`src/rtl/axi_lite_router.sv`:
```
// AXI-Lite 1-to-2 address router: independent single-outstanding read and write paths.
// Every s-side output is driven from a register, so no m-side input reaches it combinationally.
module axi_lite_router #(
  parameter logic [31:0] M0_BASE = 32'h0000_0000,
  parameter logic [31:0] M0_MASK = 32'hF000_0000,
  parameter logic [31:0] M1_BASE = 32'h1000_0000,
  parameter logic [31:0] M1_MASK = 32'hF000_0000
) (
  input  logic        clk,
  input  logic        rstn,
  // upstream
  input  logic [31:0] s_araddr,
  input  logic [2:0]  s_arprot,
  input  logic        s_arvalid,
  output logic        s_arready,
  output logic [31:0] s_rdata,
  output logic [1:0]  s_rresp,
  output logic        s_rvalid,
  input  logic        s_rready,
  input  logic [31:0] s_awaddr,
  input  logic [2:0]  s_awprot,
  input  logic        s_awvalid,
  output logic        s_awready,
  input  logic [31:0] s_wdata,
  input  logic [3:0]  s_wstrb,
  input  logic        s_wvalid,
  output logic        s_wready,
  output logic [1:0]  s_bresp,
  output logic        s_bvalid,
  input  logic        s_bready,
  // downstream port 0
  output logic [31:0] m0_araddr,
  output logic [2:0]  m0_arprot,
  output logic        m0_arvalid,
  input  logic        m0_arready,
  input  logic [31:0] m0_rdata,
  input  logic [1:0]  m0_rresp,
  input  logic        m0_rvalid,
  output logic        m0_rready,
  output logic [31:0] m0_awaddr,
  output logic [2:0]  m0_awprot,
  output logic        m0_awvalid,
  input  logic        m0_awready,
  output logic [31:0] m0_wdata,
  output logic [3:0]  m0_wstrb,
  output logic        m0_wvalid,
  input  logic        m0_wready,
  input  logic [1:0]  m0_bresp,
  input  logic        m0_bvalid,
  output logic        m0_bready,
  // downstream port 1
  output logic [31:0] m1_araddr,
  output logic [2:0]  m1_arprot,
  output logic        m1_arvalid,
  input  logic        m1_arready,
  input  logic [31:0] m1_rdata,
  input  logic [1:0]  m1_rresp,
  input  logic        m1_rvalid,
  output logic        m1_rready,
  output logic [31:0] m1_awaddr,
  output logic [2:0]  m1_awprot,
  output logic        m1_awvalid,
  input  logic        m1_awready,
  output logic [31:0] m1_wdata,
  output logic [3:0]  m1_wstrb,
  output logic        m1_wvalid,
  input  logic        m1_wready,
  input  logic [1:0]  m1_bresp,
  input  logic        m1_bvalid,
  output logic        m1_bready
);

  typedef enum logic [1:0] {R_IDLE, R_ADDR, R_DATA, R_RESP} r_state_e;
  typedef enum logic [1:0] {W_IDLE, W_FWD, W_BWAIT, W_RESP} w_state_e;

  localparam logic [1:0] RespDecErr = 2'b11;

  // Returns {mapped, port}; port 0 has priority when both windows match.
  function automatic logic [1:0] decode(input logic [31:0] addr);
    if ((addr & M0_MASK) == M0_BASE) begin
      return 2'b10;
    end else if ((addr & M1_MASK) == M1_BASE) begin
      return 2'b11;
    end
    return 2'b00;
  endfunction

  logic [1:0] r_dec, aw_dec;
  assign r_dec  = decode(s_araddr);
  assign aw_dec = decode(s_awaddr);

  // ---------------- read path ----------------
  r_state_e    r_state_q, r_state_d;
  logic        r_port_q, r_port_d;
  logic [31:0] r_addr_q, r_addr_d;
  logic [2:0]  r_prot_q, r_prot_d;
  logic [31:0] r_data_q, r_data_d;
  logic [1:0]  r_resp_q, r_resp_d;

  logic        r_sel_arready, r_sel_rvalid;
  logic [31:0] r_sel_rdata;
  logic [1:0]  r_sel_rresp;

  assign r_sel_arready = r_port_q ? m1_arready : m0_arready;
  assign r_sel_rvalid  = r_port_q ? m1_rvalid  : m0_rvalid;
  assign r_sel_rdata   = r_port_q ? m1_rdata   : m0_rdata;
  assign r_sel_rresp   = r_port_q ? m1_rresp   : m0_rresp;

  always_comb begin
    r_state_d = r_state_q;
    r_port_d  = r_port_q;
    r_addr_d  = r_addr_q;
    r_prot_d  = r_prot_q;
    r_data_d  = r_data_q;
    r_resp_d  = r_resp_q;
    unique case (r_state_q)
      R_IDLE: begin
        if (s_arvalid) begin
          r_addr_d = s_araddr;
          r_prot_d = s_arprot;
          r_port_d = r_dec[0];
          if (r_dec[1]) begin
            r_state_d = R_ADDR;
          end else begin
            r_data_d  = '0;
            r_resp_d  = RespDecErr;
            r_state_d = R_RESP;
          end
        end
      end
      R_ADDR: if (r_sel_arready) r_state_d = R_DATA;
      R_DATA: begin
        if (r_sel_rvalid) begin
          r_data_d  = r_sel_rdata;
          r_resp_d  = r_sel_rresp;
          r_state_d = R_RESP;
        end
      end
      R_RESP: if (s_rready) r_state_d = R_IDLE;
      default: r_state_d = R_IDLE;
    endcase
  end

  always_ff @(posedge clk) begin
    if (!rstn) begin
      r_state_q <= R_IDLE;
      r_port_q  <= 1'b0;
      r_addr_q  <= '0;
      r_prot_q  <= '0;
      r_data_q  <= '0;
      r_resp_q  <= '0;
    end else begin
      r_state_q <= r_state_d;
      r_port_q  <= r_port_d;
      r_addr_q  <= r_addr_d;
      r_prot_q  <= r_prot_d;
      r_data_q  <= r_data_d;
      r_resp_q  <= r_resp_d;
    end
  end

  assign s_arready  = (r_state_q == R_IDLE);
  assign s_rvalid   = (r_state_q == R_RESP);
  assign s_rdata    = r_data_q;
  assign s_rresp    = r_resp_q;
  assign m0_araddr  = r_addr_q;
  assign m1_araddr  = r_addr_q;
  assign m0_arprot  = r_prot_q;
  assign m1_arprot  = r_prot_q;
  assign m0_arvalid = (r_state_q == R_ADDR) && !r_port_q;
  assign m1_arvalid = (r_state_q == R_ADDR) &&  r_port_q;
  assign m0_rready  = (r_state_q == R_DATA) && !r_port_q;
  assign m1_rready  = (r_state_q == R_DATA) &&  r_port_q;

  // ---------------- write path ----------------
  // aw_flag/w_flag mean "beat captured" in W_IDLE and "beat forwarded" in W_FWD.
  w_state_e    w_state_q, w_state_d;
  logic        w_port_q, w_port_d;
  logic        w_mapped_q, w_mapped_d;
  logic        aw_flag_q, aw_flag_d;
  logic        w_flag_q, w_flag_d;
  logic [31:0] w_addr_q, w_addr_d;
  logic [2:0]  w_prot_q, w_prot_d;
  logic [31:0] w_data_q, w_data_d;
  logic [3:0]  w_strb_q, w_strb_d;
  logic [1:0]  b_resp_q, b_resp_d;

  logic       w_sel_awready, w_sel_wready, w_sel_bvalid;
  logic [1:0] w_sel_bresp;
  logic       aw_hs, w_hs, aw_done, w_done, mapped_now;

  assign w_sel_awready = w_port_q ? m1_awready : m0_awready;
  assign w_sel_wready  = w_port_q ? m1_wready  : m0_wready;
  assign w_sel_bvalid  = w_port_q ? m1_bvalid  : m0_bvalid;
  assign w_sel_bresp   = w_port_q ? m1_bresp   : m0_bresp;

  always_comb begin
    w_state_d  = w_state_q;
    w_port_d   = w_port_q;
    w_mapped_d = w_mapped_q;
    aw_flag_d  = aw_flag_q;
    w_flag_d   = w_flag_q;
    w_addr_d   = w_addr_q;
    w_prot_d   = w_prot_q;
    w_data_d   = w_data_q;
    w_strb_d   = w_strb_q;
    b_resp_d   = b_resp_q;
    aw_hs      = s_awvalid && !aw_flag_q;
    w_hs       = s_wvalid && !w_flag_q;
    aw_done    = aw_flag_q || w_sel_awready;
    w_done     = w_flag_q || w_sel_wready;
    mapped_now = aw_hs ? aw_dec[1] : w_mapped_q;
    unique case (w_state_q)
      W_IDLE: begin
        if (aw_hs) begin
          w_addr_d   = s_awaddr;
          w_prot_d   = s_awprot;
          w_port_d   = aw_dec[0];
          w_mapped_d = aw_dec[1];
          aw_flag_d  = 1'b1;
        end
        if (w_hs) begin
          w_data_d = s_wdata;
          w_strb_d = s_wstrb;
          w_flag_d = 1'b1;
        end
        if ((aw_flag_q || aw_hs) && (w_flag_q || w_hs)) begin
          aw_flag_d = 1'b0;
          w_flag_d  = 1'b0;
          if (mapped_now) begin
            w_state_d = W_FWD;
          end else begin
            b_resp_d  = RespDecErr;
            w_state_d = W_RESP;
          end
        end
      end
      W_FWD: begin
        aw_flag_d = aw_done;
        w_flag_d  = w_done;
        if (aw_done && w_done) begin
          aw_flag_d = 1'b0;
          w_flag_d  = 1'b0;
          w_state_d = W_BWAIT;
        end
      end
      W_BWAIT: begin
        if (w_sel_bvalid) begin
          b_resp_d  = w_sel_bresp;
          w_state_d = W_RESP;
        end
      end
      W_RESP: if (s_bready) w_state_d = W_IDLE;
      default: w_state_d = W_IDLE;
    endcase
  end

  always_ff @(posedge clk) begin
    if (!rstn) begin
      w_state_q  <= W_IDLE;
      w_port_q   <= 1'b0;
      w_mapped_q <= 1'b0;
      aw_flag_q  <= 1'b0;
      w_flag_q   <= 1'b0;
      w_addr_q   <= '0;
      w_prot_q   <= '0;
      w_data_q   <= '0;
      w_strb_q   <= '0;
      b_resp_q   <= '0;
    end else begin
      w_state_q  <= w_state_d;
      w_port_q   <= w_port_d;
      w_mapped_q <= w_mapped_d;
      aw_flag_q  <= aw_flag_d;
      w_flag_q   <= w_flag_d;
      w_addr_q   <= w_addr_d;
      w_prot_q   <= w_prot_d;
      w_data_q   <= w_data_d;
      w_strb_q   <= w_strb_d;
      b_resp_q   <= b_resp_d;
    end
  end

  assign s_awready  = (w_state_q == W_IDLE) && !aw_flag_q;
  assign s_wready   = (w_state_q == W_IDLE) && !w_flag_q;
  assign s_bvalid   = (w_state_q == W_RESP);
  assign s_bresp    = b_resp_q;
  assign m0_awaddr  = w_addr_q;
  assign m1_awaddr  = w_addr_q;
  assign m0_awprot  = w_prot_q;
  assign m1_awprot  = w_prot_q;
  assign m0_wdata   = w_data_q;
  assign m1_wdata   = w_data_q;
  assign m0_wstrb   = w_strb_q;
  assign m1_wstrb   = w_strb_q;
  assign m0_awvalid = (w_state_q == W_FWD) && !w_port_q && !aw_flag_q;
  assign m1_awvalid = (w_state_q == W_FWD) &&  w_port_q && !aw_flag_q;
  assign m0_wvalid  = (w_state_q == W_FWD) && !w_port_q && !w_flag_q;
  assign m1_wvalid  = (w_state_q == W_FWD) &&  w_port_q && !w_flag_q;
  assign m0_bready  = (w_state_q == W_BWAIT) && !w_port_q;
  assign m1_bready  = (w_state_q == W_BWAIT) &&  w_port_q;

endmodule
```
`config.mk`:
```
export PLATFORM = sky130hd
export DESIGN_NAME = axi_lite_router
export DESIGN_NICKNAME = d
export VERILOG_FILES = /design/src/rtl/axi_lite_router.sv
export SDC_FILE = /design/constraint.sdc
export NUM_CORES = 1
export LEC_CHECK = 0
export ABC_AREA = 1
export CORE_AREA = 2 2 204 156
export DETAILED_ROUTE_END_ITERATION = 7
export DIE_AREA = 0 0 206 158
export PLACE_DENSITY = 0.65
export SYNTH_ARGS = -nofsm -noshare
export SYNTH_HDL_FRONTEND = slang
export SYNTH_SLANG_ARGS = --single-unit
```
`constraint.sdc`:
```
create_clock -name clk -period 1.7 [get_ports clk]
set_input_delay 0.34 -clock clk [delete_from_list [all_inputs] [get_ports clk]]
set_output_delay 0.34 -clock clk [all_outputs]
set_load 0.1 [all_outputs]
```
* Word-level counts from Yosys, hierarchy flattened *
Cells that the tools add are included.

cells by class
  multiplexer cells = 51
  reductions and logical operators = 42
  equality and inequality tests = 20
  $mul = 0
  magnitude comparators = 0
  bitwise operators = 0
  $add $sub $neg = 0
  shifts and indexed selects = 0
  div/mod/pow operators = 0

operators with widths
  kind                                                                   count
  32-bit 2-to-1 mux                                                      4
  32-bit logical NOT                                                     2
  32-bit one-hot mux with 2 select lines                                 1
  2-bit 2-to-1 mux                                                       24
  1-bit logical AND                                                      18
  1-bit 2-to-1 mux                                                       16
  2-bit != test, second input constant                                   8
  2-bit one-hot mux with 4 select lines                                  2
  4-bit AND reduction                                                    4
  2-bit AND reduction                                                    5
  2-bit equality test, second input constant                             4
  4-bit by 1-bit equality test with 1-bit output, second input constant  2
  2-bit one-hot mux with 2 select lines                                  2
  3-bit != test, second input constant                                   2
  2-bit nonzero test                                                     3
  2-bit by 1-bit equality test with 1-bit output, second input constant  2
  1-bit logical NOT                                                      4
  2-bit logical NOT                                                      2
  1-bit logical OR                                                       4
  2-bit by 1-bit != test with 1-bit output, second input constant        2
  1-bit one-hot mux with 2 select lines                                  2

storage, ports and cells
  memory bits (writable) = 0
  memories = 0
  latch bits = 0
  ROM bits = 0
  word-level logic and storage cells = 129
  output and inout bits = 263
  input bits = 195
  register bits after elaboration = 151

* Longest topological paths before layout *
  word-level depth = 8
  depth in mapped cells = 11

* Least setup slack after synthesis *
No wires, ideal clock.

  path kind = reg2out
  from = register w_state_q[1]
  to = output m0_awvalid
  cell stages (with the launch flop) = 5
  arrival = 2.704 ns
  path slack = -1.344 ns
  path buffers = 0
  cells stage by stage = dfxtp_1 > inv_1 > ha_1 > inv_1 > nor3_1

between the ends
  word-level cells in the longest chain between the ends = 3

ends and longest elaborated chain
  what                                            line  RTL
  start, declared                                 177   w_state_e w_state_q, w_state_d;
  start signal, assigned                          271   w_state_q <= w_state_d;
  2-bit by 1-bit equality test with 1-bit output  296   assign m0_awvalid = (w_state_q == W_FWD) && !w_port_q && !aw_flag_q;
  1-bit logical AND (2 in series)                 296
  end, declared                                   42    output logic m0_awvalid,

Every way passes these cells.

* Final worst setup path *
  from = register w_state_q[1]
  to = output m0_wvalid

between the ends
  word-level cells in the longest chain between the ends = 3

ends and longest elaborated chain
  what                                            line  RTL
  2-bit by 1-bit equality test with 1-bit output  298   assign m0_wvalid = (w_state_q == W_FWD) && !w_port_q && !w_flag_q;
  1-bit logical AND (2 in series)                 298
  end, declared                                   46    output logic m0_wvalid,

Every way passes these cells.

==> results.sh <==
export IMPL_grt_ovfl_total=0
export IMPL_r2r_start="r_state_q[0]$_SDFFE_PN0P_"
export IMPL_crit_type="flip-flop to output pin"
export IMPL_antenna_found_initial=0
export IMPL_r2r_setup_slack_ns=-0.06
export IMPL_clk_pin_slew_ns=0.07
export IMPL_num_antenna_cells=0
export IMPL_tritoncts="done"
export IMPL_grt_first_pass_wirelength_um=42010
export IMPL_filler_cell_count=2646
export IMPL_layout_drive_gt1_share=0.4122
export IMPL_rows=56
export IMPL_synth_top_cell_area_share=0.4371
export IMPL_die_area_sq_um=32550
export IMPL_max_cap_violations=0
export IMPL_yosysMostFrequentCell="nand2_1"
export IMPL_finalPower_mw=34.21
export IMPL_relSlewSlack=0.6718
export IMPL_switching_share=0.5347
export IMPL_layout_setup_ws_ns=-0.1273
export IMPL_internal_power_mw=15.92
export IMPL_outcome="finished, violations left"
export IMPL_synth_cells=976
export IMPL_core_area_sq_um=30690
export IMPL_cp_data_arrival_time_ns=1.49
export IMPL_clk_latency_ns=0.42
export IMPL_chipWidth_um=206
export IMPL_grt_max_degree=69
export IMPL_crit_start="w_state_q[1]$_SDFFE_PN0P_"
export IMPL_dr_pass1_iters=5
export IMPL_yosysSeqAreaShare=0.4371
export IMPL_cts_root_buf="clkbuf_16"
export IMPL_ys_async_sr_fraction=0
export IMPL_routed_wl_um=28360
export IMPL_ios=458
export IMPL_clockBufferDepth=2
export IMPL_placed_area_sq_um=14190
export IMPL_cp_data_required_time_ns=1.36
export IMPL_ctsHoldBuffers=0
export IMPL_synth_largest_area_cell="dfxtp_1"
export IMPL_dp_hpwl_um=21240
export IMPL_synth_area_leaders="dfxtp_1 44%, nand2_1 16%, buf_4 12%"
export IMPL_grt_usage=0.1674
export IMPL_yosysUniqueCellTypes=26
export IMPL_p_clk_frac=0.118
export IMPL_gp_congestion=0.8219
export IMPL_fin_crit_ns=1.827
export IMPL_yosys_warnings=0
export IMPL_min_from="rstn"
export IMPL_worst_hold_slack_ns=0.3846
export IMPL_area_growth_pct=125.7
export IMPL_die_y_um=158
export IMPL_path_max_fanout=6
export IMPL_synth_edff_count=0
export IMPL_violations="negative setup slack"
export IMPL_h_tree_depth=4
export IMPL_final_area_sq_um=15610
export IMPL_drtIter0Drc=369
export IMPL_synth_area_sq_um=6915
export IMPL_setup_viol=42
export IMPL_ys_ff_latch=151
export IMPL_start_kind="flip-flop"
export IMPL_powerDensity_nw_per_um2=2192
export IMPL_seqPwrFrac=0.180
export IMPL_yosys_top_cells_count="289 x nand2_1, 154 x nor2_1, 151 x dfxtp_1"
export IMPL_utilization=0.5086
export IMPL_wire_per_inst_um=15.94
export IMPL_min_path_type="input pin to flip-flop"
export IMPL_cts_made_buffers=17
export IMPL_peakVddDrop_uv=902.6
export IMPL_syn_num_nets=1180
export IMPL_floorplan_initialDensity=0.2253
export IMPL_rsz0062_at_grt="yes"
export IMPL_grt_pass1_vias=7604
export IMPL_rr_endpoint="s_rdata[16]$_SDFFE_PN0P_"
export IMPL_power_leakage_nw=6.365
export IMPL_ant_nets=0
export IMPL_fmax_mhz=547.2
export IMPL_io_buffers=457
export IMPL_final_setup_tns_ns=-1.846
export IMPL_cts_sinks=151
export IMPL_crit_end="m0_wvalid"
export IMPL_nets=1565
export IMPL_r2r_cells=12
export IMPL_routed_via_density=4.324
export IMPL_worst_pin_slew_ns=0.4923
export IMPL_avgSynthCellArea_sq_um=7.085
export IMPL_skew_ns=0.007657
export IMPL_min_period_over_period=1.075
export IMPL_slew_viol_final=0
export IMPL_synthFlopType="dfxtp_1"
export IMPL_switchingPower_mw=18.29
export IMPL_drc=0
export IMPL_num_vias=7693
export IMPL_hold_violations=0
export IMPL_worst_setup_path_end_kind="output pin"
export IMPL_combPwrFrac=0.702
critical path, cell delays in order, from the launching register on:
cell,delay [ns]
dfxtp_4,0.36
inv_4,0.07
ha_4,0.15
inv_6,0.06
nor3_4,0.22
buf_12,0.20
per-layer routing:
metal,part of all wire,GRT usage
met1,0.40,0.2007
met2,0.50,0.2897
met3,0.079,0.04837
met4,0.017,0.05068
met5,0,0
layout make-up:
class                      instances  area, sq um  area share
timing repair buffer             521         8024      0.5141
sequential                       151         3169      0.2030
multi-input combinational        637         3133      0.2007
tap                              406        508.0     0.03255
clock buffer                      19        432.9     0.02774
clock inverter                    12        177.7     0.01138
inverter                          33        163.9     0.01050
power groups by stage:
stage / clock (mW) / sequential, mW / combinational (mW)
floorplan: 0 / 11.5 / 8.56
global placement: 0 / 6.12 / 21.8
detailed placement: 0 / 6.16 / 22.0
CTS: 4.15 / 6.14 / 23.7
global route: 4.31 / 6.28 / 24.9
finish: 4.02 / 6.16 / 24.0
registers in the layout, indices dropped and copies added, names as in the netlist:
register and flops:
r_port_q 1, m0_awaddr 32, w_state_q 2, aw_flag_q 1, s_bresp 2, w_flag_q 1, m0_wstrb 4, w_port_q 1
m0_araddr 32, m0_wdata 32, s_rresp 2, w_mapped_q 1, r_state_q 2, s_rdata 32, m0_awprot 3, m0_arprot 3
kinds of logic after synthesis:
logic type,after synthesis,synth area share
flip-flops,151,0.4371
AND/OR/NAND/NOR,471,0.2642
buffers and inverters,189,0.1684
adder cells (fa/ha/maj),9,0.01628
AO/OA/AOI/OAI,156,0.1140
worst min-delay path by stage:
stage                     cells after the start                        to
final                                         3  s_rdata[24]$_SDFFE_PN0P_
after global routing                          3  s_rdata[27]$_SDFFE_PN0P_
after CTS                                     3  s_rdata[27]$_SDFFE_PN0P_
after detailed placement                      2   w_mapped_q$_SDFFE_PN0P_
after global placement                        2   w_mapped_q$_SDFFE_PN0P_
after floorplan                               2   w_mapped_q$_SDFFE_PN0P_
cells in the final DEF (no fill, tap or decap), types with 3 or more instances in the layout:
master	netlist	layout
o21ai_0	69	38
buf_6	3	11
a21oi_1	80	80
ha_4	0	5
buf_4	110	34
buf_12	0	275
o21ai_4	0	3
inv_6	0	5
o22ai_1	4	4
clkbuf_16	0	17
bufinv_16	0	4
inv_1	28	15
dfxtp_1	151	40
dfxtp_2	0	108
inv_2	4	10
nor3_4	1	5
nand3_1	16	14
nor2_2	2	15
buf_16	0	5
clkinv_4	0	3
clkinv_2	1	3
inv_4	0	3
dfxtp_4	0	3
clkdlybuf4s50_1	0	193
nor2_1	154	131
nand2_2	1	5
nand2_4	1	4
nand2_1	289	283
o21ai_2	0	28
nor2_4	0	10
through the flow:
step | setup WS [ns] | instances
4_1_cts | -0.1860 | 1773
6_report | -0.1273 | 1779
5_1_grt | -0.2051 | 1779
3_3_place_gp | -0.2194 | 1716
2_1_floorplan | -0.1939 | 976
3_5_place_dp | -0.3457 | 1716
what timing repair did:
item	4_1_cts	5_1_grt
pin swaps	18	18
gates resized for setup	109	43
endpoints found under the setup margin	46	56
cloned	8	0
buffers inserted	18	7
hold endpoints to repair	0	0
(Power assumes the default switching activity.)
